--- config.mk ---
export PLATFORM = sky130hd
export DESIGN_NAME = centroid_update_ctrl
export DESIGN_NICKNAME = d
export VERILOG_FILES = /design/src/rtl/centroid_update_ctrl.sv
export SDC_FILE = /design/constraint.sdc
export NUM_CORES = 1
export LEC_CHECK = 0
export ABC_CLOCK_PERIOD_IN_PS = 2100
export BUFFER_PORTS_ARGS = -buffer_cell sky130_fd_sc_hd__buf_4
export CAP_MARGIN = 10
export CORE_AREA = 3 3 233 235
export DETAILED_ROUTE_END_ITERATION = 10
export DIE_AREA = 0 0 236 238
export MAX_ROUTING_LAYER = met4
export PLACE_DENSITY = 0.47
export SLEW_MARGIN = 15
export SYNTH_ARGS = -nofsm -noshare
export SYNTH_HDL_FRONTEND = slang
export SYNTH_SLANG_ARGS = --single-unit
--- constraint.sdc ---
create_clock -name clk -period 2.1 [get_ports clk]
set_input_delay 0.21 -clock clk [delete_from_list [all_inputs] [get_ports clk]]
set_output_delay 0.21 -clock clk [all_outputs]
set_load 0.005 [all_outputs]
--- src/rtl/centroid_update_ctrl.sv ---
// Centroid-update sequencer: walks every centroid slot, feeds sum/count to the shared divider,
// saturates the quotients and writes the new centroid back. Zero-count slots are skipped.
module centroid_update_ctrl #(
    parameter int unsigned centroid_num     = 8,
    parameter int unsigned accum_cord_width = 22,
    parameter int unsigned accum_width      = 7 * 22,
    parameter int unsigned cordinate_width  = 13,
    parameter int unsigned dataWidth        = 91,
    parameter int unsigned count_width      = 10,
    parameter int unsigned div_latency      = 1,
    localparam int unsigned idx_width = (centroid_num > 1) ? $clog2(centroid_num) : 1
) (
    input  logic                          clk,
    input  logic                          rst_n,
    input  logic                          start,
    output logic                          busy,
    output logic                          done,
    output logic                          acc_rd_en,
    output logic [idx_width-1:0]          acc_rd_addr,
    input  logic [accum_width-1:0]        acc_rd_data,
    input  logic [count_width-1:0]        cnt_rd_data,
    output logic [accum_width-1:0]        div_accum,
    output logic [count_width-1:0]        div_count,
    input  logic [7*accum_cord_width-1:0] div_quot,
    input  logic                          div_by_zero,
    output logic                          cent_wr_en,
    output logic [idx_width-1:0]          cent_wr_addr,
    output logic [dataWidth-1:0]          cent_wr_data,
    output logic [centroid_num-1:0]       empty_mask,
    output logic                          sat_flag
);

    localparam int unsigned lanes      = 7;
    localparam int unsigned wait_width = (div_latency > 1) ? $clog2(div_latency) : 1;
    localparam logic signed [accum_cord_width-1:0] sat_max =
        accum_cord_width'(2 ** (cordinate_width - 1) - 1);
    localparam logic signed [accum_cord_width-1:0] sat_min =
        accum_cord_width'(-(2 ** (cordinate_width - 1)));

    typedef enum logic [2:0] {StIdle, StRd, StCap, StDiv, StWr, StDone} state_e;

    state_e                       state_q, state_d;
    logic [idx_width-1:0]         idx_q, idx_d;
    logic [wait_width-1:0]        wait_q, wait_d;
    logic                         zero_q, zero_d;
    logic                         busy_q, busy_d, done_q, done_d;
    logic                         rd_en_q, rd_en_d, wr_en_q, wr_en_d;
    logic [idx_width-1:0]         rd_addr_q, rd_addr_d, wr_addr_q, wr_addr_d;
    logic [accum_width-1:0]       div_accum_q, div_accum_d;
    logic [count_width-1:0]       div_count_q, div_count_d;
    logic [dataWidth-1:0]         wr_data_q, wr_data_d;
    logic [centroid_num-1:0]      empty_q, empty_d;
    logic                         sat_q, sat_d;

    logic [dataWidth-1:0]         sat_data;
    logic                         sat_any;
    logic signed [accum_cord_width-1:0] lane_q;

    // Per-lane clamp of the signed quotient to the stored coordinate range.
    always_comb begin
        sat_data = '0;
        sat_any  = 1'b0;
        lane_q   = '0;
        for (int j = 0; j < lanes; j++) begin
            lane_q = div_quot[j*accum_cord_width +: accum_cord_width];
            if (lane_q > sat_max) begin
                sat_data[j*cordinate_width +: cordinate_width] = sat_max[cordinate_width-1:0];
                sat_any = 1'b1;
            end else if (lane_q < sat_min) begin
                sat_data[j*cordinate_width +: cordinate_width] = sat_min[cordinate_width-1:0];
                sat_any = 1'b1;
            end else begin
                sat_data[j*cordinate_width +: cordinate_width] = lane_q[cordinate_width-1:0];
            end
        end
    end

    always_comb begin
        state_d     = state_q;
        idx_d       = idx_q;
        wait_d      = wait_q;
        zero_d      = zero_q;
        div_accum_d = div_accum_q;
        div_count_d = div_count_q;
        wr_data_d   = wr_data_q;
        empty_d     = empty_q;
        sat_d       = sat_q;
        case (state_q)
            StIdle: begin
                if (start) begin
                    empty_d = '0;
                    sat_d   = 1'b0;
                    idx_d   = '0;
                    state_d = StRd;
                end
            end
            StRd: state_d = StCap;
            StCap: begin
                div_accum_d = acc_rd_data;
                div_count_d = cnt_rd_data;
                zero_d      = (cnt_rd_data == '0);
                wait_d      = wait_width'(div_latency - 1);
                state_d     = StDiv;
            end
            StDiv: begin
                if (wait_q == '0) begin
                    wr_data_d = sat_data;
                    sat_d     = sat_q | sat_any;
                    zero_d    = zero_q | div_by_zero;
                    state_d   = StWr;
                end else begin
                    wait_d = wait_q - 1'b1;
                end
            end
            StWr: begin
                if (zero_q) begin
                    empty_d[idx_q] = 1'b1;
                end
                if (idx_q == idx_width'(centroid_num - 1)) begin
                    state_d = StDone;
                end else begin
                    idx_d   = idx_q + 1'b1;
                    state_d = StRd;
                end
            end
            StDone:  state_d = StIdle;
            default: state_d = StIdle;
        endcase

        // Outputs are registered, so they are decoded from the next state.
        busy_d    = (state_d != StIdle);
        done_d    = (state_d == StDone);
        rd_en_d   = (state_d == StRd);
        rd_addr_d = idx_d;
        wr_en_d   = (state_d == StWr) && !zero_d;
        wr_addr_d = idx_d;
    end

    always_ff @(posedge clk or negedge rst_n) begin
        if (!rst_n) begin
            state_q     <= StIdle;
            idx_q       <= '0;
            wait_q      <= '0;
            zero_q      <= 1'b0;
            busy_q      <= 1'b0;
            done_q      <= 1'b0;
            rd_en_q     <= 1'b0;
            rd_addr_q   <= '0;
            wr_en_q     <= 1'b0;
            wr_addr_q   <= '0;
            div_accum_q <= '0;
            div_count_q <= '0;
            wr_data_q   <= '0;
            empty_q     <= '0;
            sat_q       <= 1'b0;
        end else begin
            state_q     <= state_d;
            idx_q       <= idx_d;
            wait_q      <= wait_d;
            zero_q      <= zero_d;
            busy_q      <= busy_d;
            done_q      <= done_d;
            rd_en_q     <= rd_en_d;
            rd_addr_q   <= rd_addr_d;
            wr_en_q     <= wr_en_d;
            wr_addr_q   <= wr_addr_d;
            div_accum_q <= div_accum_d;
            div_count_q <= div_count_d;
            wr_data_q   <= wr_data_d;
            empty_q     <= empty_d;
            sat_q       <= sat_d;
        end
    end

    assign busy         = busy_q;
    assign done         = done_q;
    assign acc_rd_en    = rd_en_q;
    assign acc_rd_addr  = rd_addr_q;
    assign div_accum    = div_accum_q;
    assign div_count    = div_count_q;
    assign cent_wr_en   = wr_en_q;
    assign cent_wr_addr = wr_addr_q;
    assign cent_wr_data = wr_data_q;
    assign empty_mask   = empty_q;
    assign sat_flag     = sat_q;

endmodule

Word level (Yosys, flattened, before mapping)
Cells that the tools add are included.
Cells by class
  $add $sub $neg: 2
  order comparisons: 16
  equality and inequality tests: 12
  muxes and demuxes: 47
  bitwise logic cells: 4
  reduce and logical (&&, ||, !) cells: 13
Operator list (count)
  two-way mux 13 bit: 14
  greater-than comparator 22 x 13 -> 1 bit (second input constant): 7
  less-than comparator 22 x 13 -> 1 bit (second input constant): 7
  two-way mux 1 bit: 19
  two-way mux 8 bit: 2
  case mux 8 bit (2 select lines): 1
  two-way mux 3 bit: 5
  case mux 3 bit (5 select lines): 1
  == test 3 bit (second input constant): 4
  zero test 10 bit: 1
  AND reduction 3 bit: 3
  != test 2 bit (second input constant): 4
  OR 8 bit: 1
  == test 3 x 1 -> 1 bit (second input constant): 2
  == test 3 x 2 -> 1 bit (second input constant): 2
  case mux 1 bit (2 select lines): 3
  case mux 3 bit (2 select lines): 1
  nonzero test 2 bit: 3
  less-than comparator 3 x 4 -> 1 bit (second input constant): 1
  adder 3 x 1 -> 3 bit (second input constant): 1
  demux 1 bit (select 3 bit): 1
  greater-or-equal comparator 3 x 1 -> 1 bit (second input constant): 1
  zero test 3 bit: 1
  nonzero test 3 bit: 1
  other kinds (6): 8
Storage, ports and cells
  register bits: 276
  input port bits: 322
  output and inout port bits: 274
  word-level logic and storage cells: 107

Logic depth before layout (Yosys ltp)
Gate-level depths: netlist (run 1).
  word-level depth: 18
  mapped depth: 8
  gate-level depth less buffers: 5

Worst setup path before layout (run 1)
No wires, ideal clock.
  path kind: register -> register
  start point: register state_q[1]
  end point: register div_accum_q[100], in the netlist div_accum[100]
  setup time: 0.125 ns
  arrival: 1.557 ns
  data required time: 1.975 ns
  path slack: 0.418 ns
  stages on the path, launching flop included: 7
  path buffers: 3
  clock period less this slack: 1.682 ns
  cells stage by stage: dfrtp_1 > buf_2 > nor2b_1 > nor2b_1 > buf_2 > buf_2 > mux2_2
On the way
  longest elaborated chain between the ends: 1
RTL lines
  start: declaration: line 42  | state_e state_q, state_d;
  start signal: assignment: line 141  | state_q <= StIdle;
  start signal: assignment: line 157  | state_q <= state_d;
  == test 3 x 2 -> 1 bit: line 88  | case (state_q)
  end signal: assignment: line 167  | div_accum_q <= div_accum_d;
  end: declaration: line 49  | logic [accum_width-1:0] div_accum_q, div_accum_d;
No other way between the ends.
A chain may end at the register's enable or synchronous reset.

Worst setup path after layout (run 1)
  start point: register state_q[2]
  end point: register div_accum_q[145], in the netlist div_accum[145]
Same word-level chain as after synthesis.

==> results of run 1 <==
## flip-flops by register name (all words and copies together), names as in the netlist, 3 cells and up
register      count
state_q           3
cent_wr_data     91
div_count        10
cent_wr_addr      3
div_accum       154
empty_mask        8
## cells by family after synthesis
family	Yosys count
simple gates	186
fa+ha+maj	2
mux	171
buf+inv	60
flops	275
compound gates	188
xor+xnor	1
## layer usage
metal	part of all wire	wire, um
met1	0.38	16400
met2	0.52	22500
met3	0.081	3530
met4	0.025	1090
met5	0	0
## area by class of cell
type | instances | area, um^2 | area share
repair buffers | 886 | 7440 | 0.370
well taps | 688 | 861 | 0.0428
multi-input cells | 548 | 3800 | 0.189
diodes | 1 | 2.50 | 0.000124
flip-flops and latches | 275 | 6880 | 0.342
inverters | 4 | 15.0 | 0.000746
clock inverters | 9 | 76.3 | 0.00379
clock buffers | 50 | 1040 | 0.0519
## through the flow
| step | worst slack, ps | utilization | cells | cell area [um^2] |
|---|---|---|---|---|
| global placement | 239 | 0.314 | 2150 | 16500 |
| global route | 89.0 | 0.384 | 2461 | 20100 |
| CTS | 188 | 0.384 | 2460 | 20100 |
| floorplan | 418 | - | 883 | 10900 |
| detailed placement | 187 | 0.314 | 2150 | 16500 |
| finish | 218 | 0.384 | 2461 | 20100 |
## synthesized netlist by cell type
cell type	n
a2111oi_2	1
a211oi_1	2
a21oi_1	9
a31oi_1	8
a32oi_1	1
and2_0	1
and3_1	1
and3b_1	1
buf_1	1
buf_2	21
buf_4	8
clkbuf_1	26
dfrtp_1	275
ha_1	2
inv_1	4
mux2_2	170
mux2i_1	1
nand2_1	100
nand2b_1	4
nand3_1	10
nand3b_1	1
nand4_1	7
nor2_1	34
nor2b_1	2
nor3_1	11
nor4_1	8
nor4b_2	2
o21ai_0	160
o21bai_1	1
o31a_1	1
o31ai_1	5
or3_1	1
or4_1	2
or4_4	1
xnor2_1	1
## critical path, cell delays in order, from the launching register on
cell,delay (ps)
dfrtp_1,370
nor2b_1,290
nor2b_4,270
buf_12,240
buf_12,220
mux2_2,360
## power breakdown
group	switching [uW]	internal, uW
clock network	2300	3570
registers	1400	7880
logic	4360	6500
## path summary, 6_finish.rpt
check,endpoint
max,div_accum[145]
min,cent_wr_data[1]
max reg2reg,div_accum[145]
min reg2reg,cent_wr_data[65]
max in group asynchronous,div_accum[87]
min in group asynchronous,div_accum[29]
==> qor.yml, run 1 <==
grt_usage: 0.154
synth_compound_area_frac: 0.0903
skew_ps: 12.1
yosysSeqAreaShare: 0.629
p_leak_uw: 0.00940
required_ps: 2500
fmax_mhz: 531
cts_buffer_depth: 3
layout_common_cells: "buf_4 (622), dfrtp_1 (275), dlygate4sd3_1 (251)"
antenna_found_initial: 1
cp-start-kind: "flop"
hold_depth: 3
cts_inserted_buffers: 35
ff2ff_setup_slack_ps: 220
synth_area_per_cell_um2: 12.4
drt-total-wl_mm: 43.5
grt_max_degree: 98
synth_cells: 883
final_common_cell: "buf_4"
overflow: 0
crit_fanout: 28
slew_headroom: 0.359
die_w_um: 236
drt_first_pass_iters: 5
die_y_um: 238
final-hold-violation-count: 0
use_met1: 0.165
maxCapViolCount: 0
synth_area_leader_cell: "dfrtp_1"
cts_tree: "done"
dr_total_vias: 10076
netlist-cell-type-count: 35
clock_latency_ps: 530
grt_pass1_wl_mm: 65.6
io_pins: 596
nets: 2074
layout-drive-gt1-share: 0.488
avgRoutedWirePerCell_um: 17.7
power_density_nw_per_um2: 1290
drc: 0
grt-busiest-layer: "met2"
drt_iter0_drc: 311
synth-simple-area-share: 0.0759
ys_ff_latch: 275
ctsResizeCount: 0
syn_area_um2: 10900
synth_area_leaders: "dfrtp_1 (63%), mux2_2 (17%), o21ai_0 (7.3%)"
ant_nets: 0
min_period_ps: 1880
holdCritStartpoint: "div_quot[1]"
status: "finished, final reports clean"
ir_drop_mv: 0.480
post-cts-setup-buffers: 0
row_count: 84
synth_top_family_by_area: "multiplexers"
clockRootBuffer: "clkbuf_16"
timing.setup.tns_ps: 0
totalPowerFinal_uw: 26000
setup_viol: 0
critPathKind: "reg -> reg"
fillers: 5142
worst_pin_slew_ps: 957
gp_congestion: 0.880
use_met3: 0.0481
first_global_vias: 11093
io_buffers: 595
synth_warnings: 0
grt_use_met2: 0.275
drv_slew: 0
synthToLayoutAreaGrowth_pct: 83.9
rsz0062_at_grt: "false"
cts.sinks: 275
via_per_inst: 4.09
yosys.area_share.xor_xnor: 0.000801
cts.clk_slew.worst_paths_ps: 60
crit_path_end_kind: "flop"
die_area_um2: 56200
htreeDepth: 2
yosysTopAreaCellShare: 0.629
whs_ps: 35.5
start_util: 0.209
core_area_um2: 52400
worstSetupStartpoint: "state_q[2]"
arrival_ps: 2280
fin_crit_sh: 0.896
holdBufCountCts: 251
dp_hpwl_mm: 32.9
synth-adder-area-share: 0.00229
reg2reg_depth: 5
synth_mux_area_frac: 0.176
syn-num-nets: 1207
r2r-start: "state_q[2]"
hold_path.class: "in -> reg"
Power figures use the tool's default switching activity.
==> run 2, diff against run 1 <==
--- a/config.mk
+++ b/config.mk
@@ -12,7 +12,7 @@
 export DETAILED_ROUTE_END_ITERATION = 10
 export DIE_AREA = 0 0 236 238
 export MAX_ROUTING_LAYER = met4
-export PLACE_DENSITY = 0.47
+export PLACE_DENSITY = 0.5
 export SLEW_MARGIN = 15
 export SYNTH_ARGS = -nofsm -noshare
 export SYNTH_HDL_FRONTEND = slang
==> qor.yml, run 2 (synthesis gave the netlist of run 1 again) <==
status: "finished, final reports clean"
via_per_inst: 4.14  # +1.0%
drt_first_pass_iters: 4  # -1
nets: 2082  # +0.39%
fillers: 5056  # -1.7%
die_y_um: 238  # unchanged
layout_common_cells: "buf_4 (632), dfrtp_1 (275), dlygate4sd3_1 (249)"
setup_viol: 0  # unchanged
dp_hpwl_mm: 33.2  # +1.0%
hold_path.class: "in -> reg"
largest_reg_flops: 154  # unchanged
cts_tree: "done"
cts_buffer_depth: 3  # unchanged
worst_pin_slew_ps: 1030  # +73.3 ps
place_inst: 2160  # +0.47%
final_common_cell: "buf_4"
final-hold-violation-count: 0  # unchanged
dr_total_vias: 10225  # +1.5%
clock_latency_ps: 540  # about the same
clockRootBuffer: "clkbuf_16"
maxCapViolCount: 0  # unchanged
first_global_vias: 11245  # +1.4%
whs_ps: 44.6  # +9.08 ps
ctsResizeCount: 0  # unchanged
timing.setup.tns_ps: 0  # unchanged
p_leak_uw: 0.00948  # +0.92%
cts.clk_slew.worst_paths_ps: 60  # about the same
ir_drop_mv: 0.515  # +7.3%
layout-drive-gt1-share: 0.494  # +0.00540
required_ps: 2510  # about the same
cts.sinks: 275  # unchanged
min_period_ps: 1800  # -78.0 ps
fin_crit_sh: 0.859  # -0.0372
grt_usage: 0.155  # +0.000903
worst-path-buf-inv: 2  # unchanged
avgRoutedWirePerCell_um: 17.7  # +0.16%
row_count: 84  # unchanged
ant_nets: 0  # unchanged
drt-total-wl_mm: 43.7  # +0.61%
cp-start-kind: "flop"
start_util: 0.209  # unchanged
io_buffers: 595  # unchanged
drt_iter0_drc: 295  # -5.1%
crit_slowest_cell: "dfrtp_1"
cpLargestDelayFamily: "buffers and inverters"
die_area_um2: 56200  # unchanged
crit_path_end_kind: "flop"
drc: 0  # unchanged
skew_ps: 21.9  # +9.87 ps
overflow: 0  # unchanged
crit_fanout: 35  # +25%
synthToLayoutAreaGrowth_pct: 85.5
post-cts-setup-buffers: 0  # unchanged
cp_common_cell: "buf_12"
io_pins: 596  # unchanged
critPathKind: "reg -> reg"
worst_path_largest_cell_delay_ps: 460  # +90 ps
cts_inserted_buffers: 35  # unchanged
worstPathCellList: "nor2b_1 -> nor2b_4 -> buf_12 -> buf_12 -> mux2_2"
die_w_um: 236  # unchanged
htreeDepth: 2  # unchanged
drv_slew: 0  # unchanged
gp_congestion: 0.889  # +1.0%
arrival_ps: 2220  # -60 ps
slew_headroom: 0.310  # -0.0491
antenna_found_initial: 2  # +1
fmax_mhz: 554  # +4.3%
rsz0062_at_grt: "false"
power_density_nw_per_um2: 1320  # +2.4%
holdBufCountCts: 249  # -0.80%
grt_max_degree: 59  # -40%
core_area_um2: 52400  # unchanged
grt_pass1_wl_mm: 66.0  # +0.62%
finalNonFillerCells: 2472  # +0.45%
-- run 2: worst register-to-register path, delay by kind of cell (launching register included) --
kind | cells | cell delay, ps
DFF | 1 | 460
muxes | 1 | 360
buffers and inverters | 2 | 520
and+or+nand+nor | 2 | 370
-- run 2: metal layers --
metal | part of all wire | GRT usage | vias up
met5 | 0 | - | -
met4 | 0.037 | 0.0555 | 0
met3 | 0.081 | 0.0479 | 78
met2 | 0.51 | 0.276 | 449
met1 | 0.37 | 0.162 | 4852
li1 | - | - | 4846
-- run 2: layout make-up --
cell class              instances  area [um^2]  share of cell area
repair buffers                894         7490               0.369
well taps                     688          861              0.0424
multi-input cells             548         3800               0.187
diodes                          1         2.50            0.000123
inverters                       4         15.0            0.000740
clock buffers                  51         1070              0.0526
flip-flops and latches        275         6880               0.339
clock inverters                11          179             0.00882
-- run 2: worst paths after layout --
| check | startpoint | to | slack [ps] | cells past startpoint |
|---|---|---|---|---|
| worst max-delay path | state_q[2] | div_accum[14] | 300 | 5 |
| worst min-delay path | div_quot[5] | cent_wr_data[5] | 40 | 3 |
| worst max register to register | state_q[2] | div_accum[14] | 300 | 5 |
| worst min register to register | cent_wr_data[0] | cent_wr_data[0] | 470 | 2 |
| max in group asynchronous | rst_n | div_accum[10] | 1140 | 3 |
| min in group asynchronous | rst_n | cent_wr_data[13] | 220 | 2 |
-- run 2: stage by stage --
stage	total power (uW)	area (um^2)	setup WS, ps	utilization
floorplan	13700	10900	418	-
global placement	20200	16600	234	0.316
detailed placement	20400	16600	244	0.316
CTS	27500	20300	275	0.387
global route	28700	20300	175	0.387
finish	26900	20300	296	0.387
-- run 2: power breakdown --
group	leakage (uW)	internal, uW	total [uW]	switching [uW]
Combinational	0.00554	6670	11100	4470
Sequential	0.00334	7880	9330	1450
Clock	0.000608	4030	6400	2380
==> run 3, diff against run 2 <==
--- a/config.mk
+++ b/config.mk
@@ -6,13 +6,13 @@
 export NUM_CORES = 1
 export LEC_CHECK = 0
 export ABC_CLOCK_PERIOD_IN_PS = 2100
-export BUFFER_PORTS_ARGS = -buffer_cell sky130_fd_sc_hd__buf_4
 export CAP_MARGIN = 10
-export CORE_AREA = 3 3 233 235
+export CORE_AREA = 3 3 231 233
 export DETAILED_ROUTE_END_ITERATION = 10
-export DIE_AREA = 0 0 236 238
+export DIE_AREA = 0 0 234 236
+export DONT_BUFFER_PORTS = 1
 export MAX_ROUTING_LAYER = met4
-export PLACE_DENSITY = 0.5
+export PLACE_DENSITY = 0.41
 export SLEW_MARGIN = 15
 export SYNTH_ARGS = -nofsm -noshare
 export SYNTH_HDL_FRONTEND = slang
==> qor.yml, run 3 (synthesis gave the netlist of run 1 again) <==
status: "finished with violations"
violations: "negative hold slack"
synthToLayoutAreaGrowth_pct: 42.0
cts_tree: "done"
r2r-start: "state_q[0]"
dr_total_vias: 7965  # -22%
worst_pin_slew_ps: 981  # -49.9 ps
min_period_ps: 1750  # -54.4 ps
utilization: 0.302  # -0.0847
dp_hpwl_mm: 26.2  # -21%
skew_ps: 19.2  # -2.74 ps
rr_endpoint: "div_accum[61]"
io_pins: 596  # unchanged
reg2reg_depth: 4  # -1
required_ps: 2500  # about the same
fillers: 5193  # +2.7%
drv_slew: 0  # unchanged
nets: 1477  # -29%
antenna_found_initial: 4  # +2
final-hold-violation-count: 275  # +275
rsz0062_at_grt: "false"
arrival_ps: 2150  # -70 ps
stdcell_area_um2: 15500  # -23%
fmax_mhz: 572  # +3.1%
cp-start-kind: "flop"
crit_fanout: 33  # -5.7%
critPathKind: "reg -> reg"
clockRootBuffer: "clkbuf_16"
drt_first_pass_iters: 4  # unchanged
layout-drive-gt1-share: 0.228  # -0.266
final_common_cell: "dfrtp_1"
place_inst: 1543  # -29%
setup_viol: 0  # unchanged
clock_latency_ps: 530  # about the same
avgRoutedWirePerCell_um: 19.9  # +13%
finalNonFillerCells: 1861  # -25%
p_leak_uw: 0.00646  # -32%
row_count: 83  # -1.2%
gp_congestion: 0.774  # -13%
holdBufCountCts: 254  # +2.0%
cts.sinks: 275  # unchanged
die_w_um: 234  # -0.85%
ant_nets: 0  # unchanged
drc: 0  # unchanged
overflow: 0  # unchanged
place_area_um2: 11900  # -28%
ctsResizeCount: 0  # unchanged
ff2ff_setup_slack_ps: 350  # +50 ps
start_util: 0.213  # +0.00422
post-cts-setup-buffers: 0  # unchanged
maxCapViolCount: 0  # unchanged
cts.clk_slew.worst_paths_ps: 60  # about the same
slew_headroom: 0.343  # +0.0334
io_buffers: 0  # -100%
via_per_inst: 4.28  # +3.5%
crit_path_end_kind: "flop"
multi_input_area_um2: 3800  # unchanged
drt-total-wl_mm: 37.1  # -15%
seqCellArea_um2: 6880  # unchanged
hold_path.class: "in -> async"
die_y_um: 236  # -0.84%
grt_pass1_wl_mm: 53.1  # -20%
core_area_um2: 51400  # -2.0%
largest_reg_flops: 154  # unchanged
power_density_nw_per_um2: 1400  # +5.5%
cts_buffer_depth: 3  # unchanged
whs_ps: -606  # -650 ps
grt_max_degree: 276  # +370%
grt_usage: 0.130  # -0.0256
htreeDepth: 2  # unchanged
totalPowerFinal_uw: 21700  # -19%
die_area_um2: 55200  # -1.7%
first_global_vias: 8728  # -22%
fin_crit_sh: 0.833  # -0.0259
ir_drop_mv: 0.500  # -2.9%
timing.setup.tns_ps: 0  # unchanged
cts_inserted_buffers: 34  # -2.9%
layout_common_cells: "dfrtp_1 (275), dlygate4sd3_1 (254), mux2_2 (170)"
drt_iter0_drc: 318  # +7.8%
==> run 3: cell count changes in the layout (fill, tap and decap cells not counted), moves of 2 or more <==
| cell | before | now |
|---|---|---|
| clkinvlp_4 | 2 | 0 |
| buf_4 | 632 | 30 |
| buf_12 | 12 | 6 |
| bufinv_16 | 4 | 1 |
| diode_2 | 1 | 4 |
| dlygate4sd3_1 | 249 | 254 |
| clkinv_2 | 2 | 8 |
| clkinv_4 | 0 | 2 |
| clkbuf_8 | 11 | 7 |
==> run 3: critical path, stage by stage, from the launching register on <==
cell     delay, ps
dfrtp_1        520
nor2b_4        260
buf_12         210
buf_12         230
mux2_2         370
==> run 3: per-stage QoR <==
| stage | setup slack [ps] | hold WS, ps |
|---|---|---|
| floorplan | 418 | -85.6 |
| global placement | 321 | -78.7 |
| detailed placement | 337 | -77.7 |
| CTS | 351 | -662 |
| global route | 257 | -657 |
| finish | 351 | -606 |
==> run 3: worst max path at each step <==
stage             startpoint               end  slack, ps  cells past startpoint
2_1_floorplan     state_q[1]    div_accum[100]        420                      6
3_3_place_gp   div_quot[146]          sat_flag        320                      5
3_5_place_dp    div_quot[81]  cent_wr_data[44]        340                      6
4_1_cts           state_q[0]     div_accum[76]        350                      4
5_1_grt           state_q[2]     div_accum[10]        260                      5
6_report          state_q[0]     div_accum[61]        350                      4
==> run 3: final cells by class <==
class / instances / area share
Sequential cell: 275 / 0.443
Multi-Input combinational cell: 548 / 0.244
Timing Repair Buffer: 290 / 0.186
Clock buffer: 47 / 0.0638
Tap cell: 680 / 0.0548
Clock inverter: 13 / 0.00676
Inverter: 4 / 0.000966
Antenna cell: 4 / 0.000644
==> run 3: where the power goes <==
part	switching, uW	internal, uW	leakage, uW
Clock	2310	3430	0.000550
Combinational	2430	3260	0.00257
Sequential	2390	7890	0.00334
Total	7130	14600	0.00646
==> run 3: per-layer routing <==
metal	GRT usage	share of wire	vias up
met5	-	0	-
li1	-	-	3656
met1	0.120	0.33	3789
met4	0.0556	0.037	0
met2	0.235	0.52	440
met3	0.0493	0.11	80
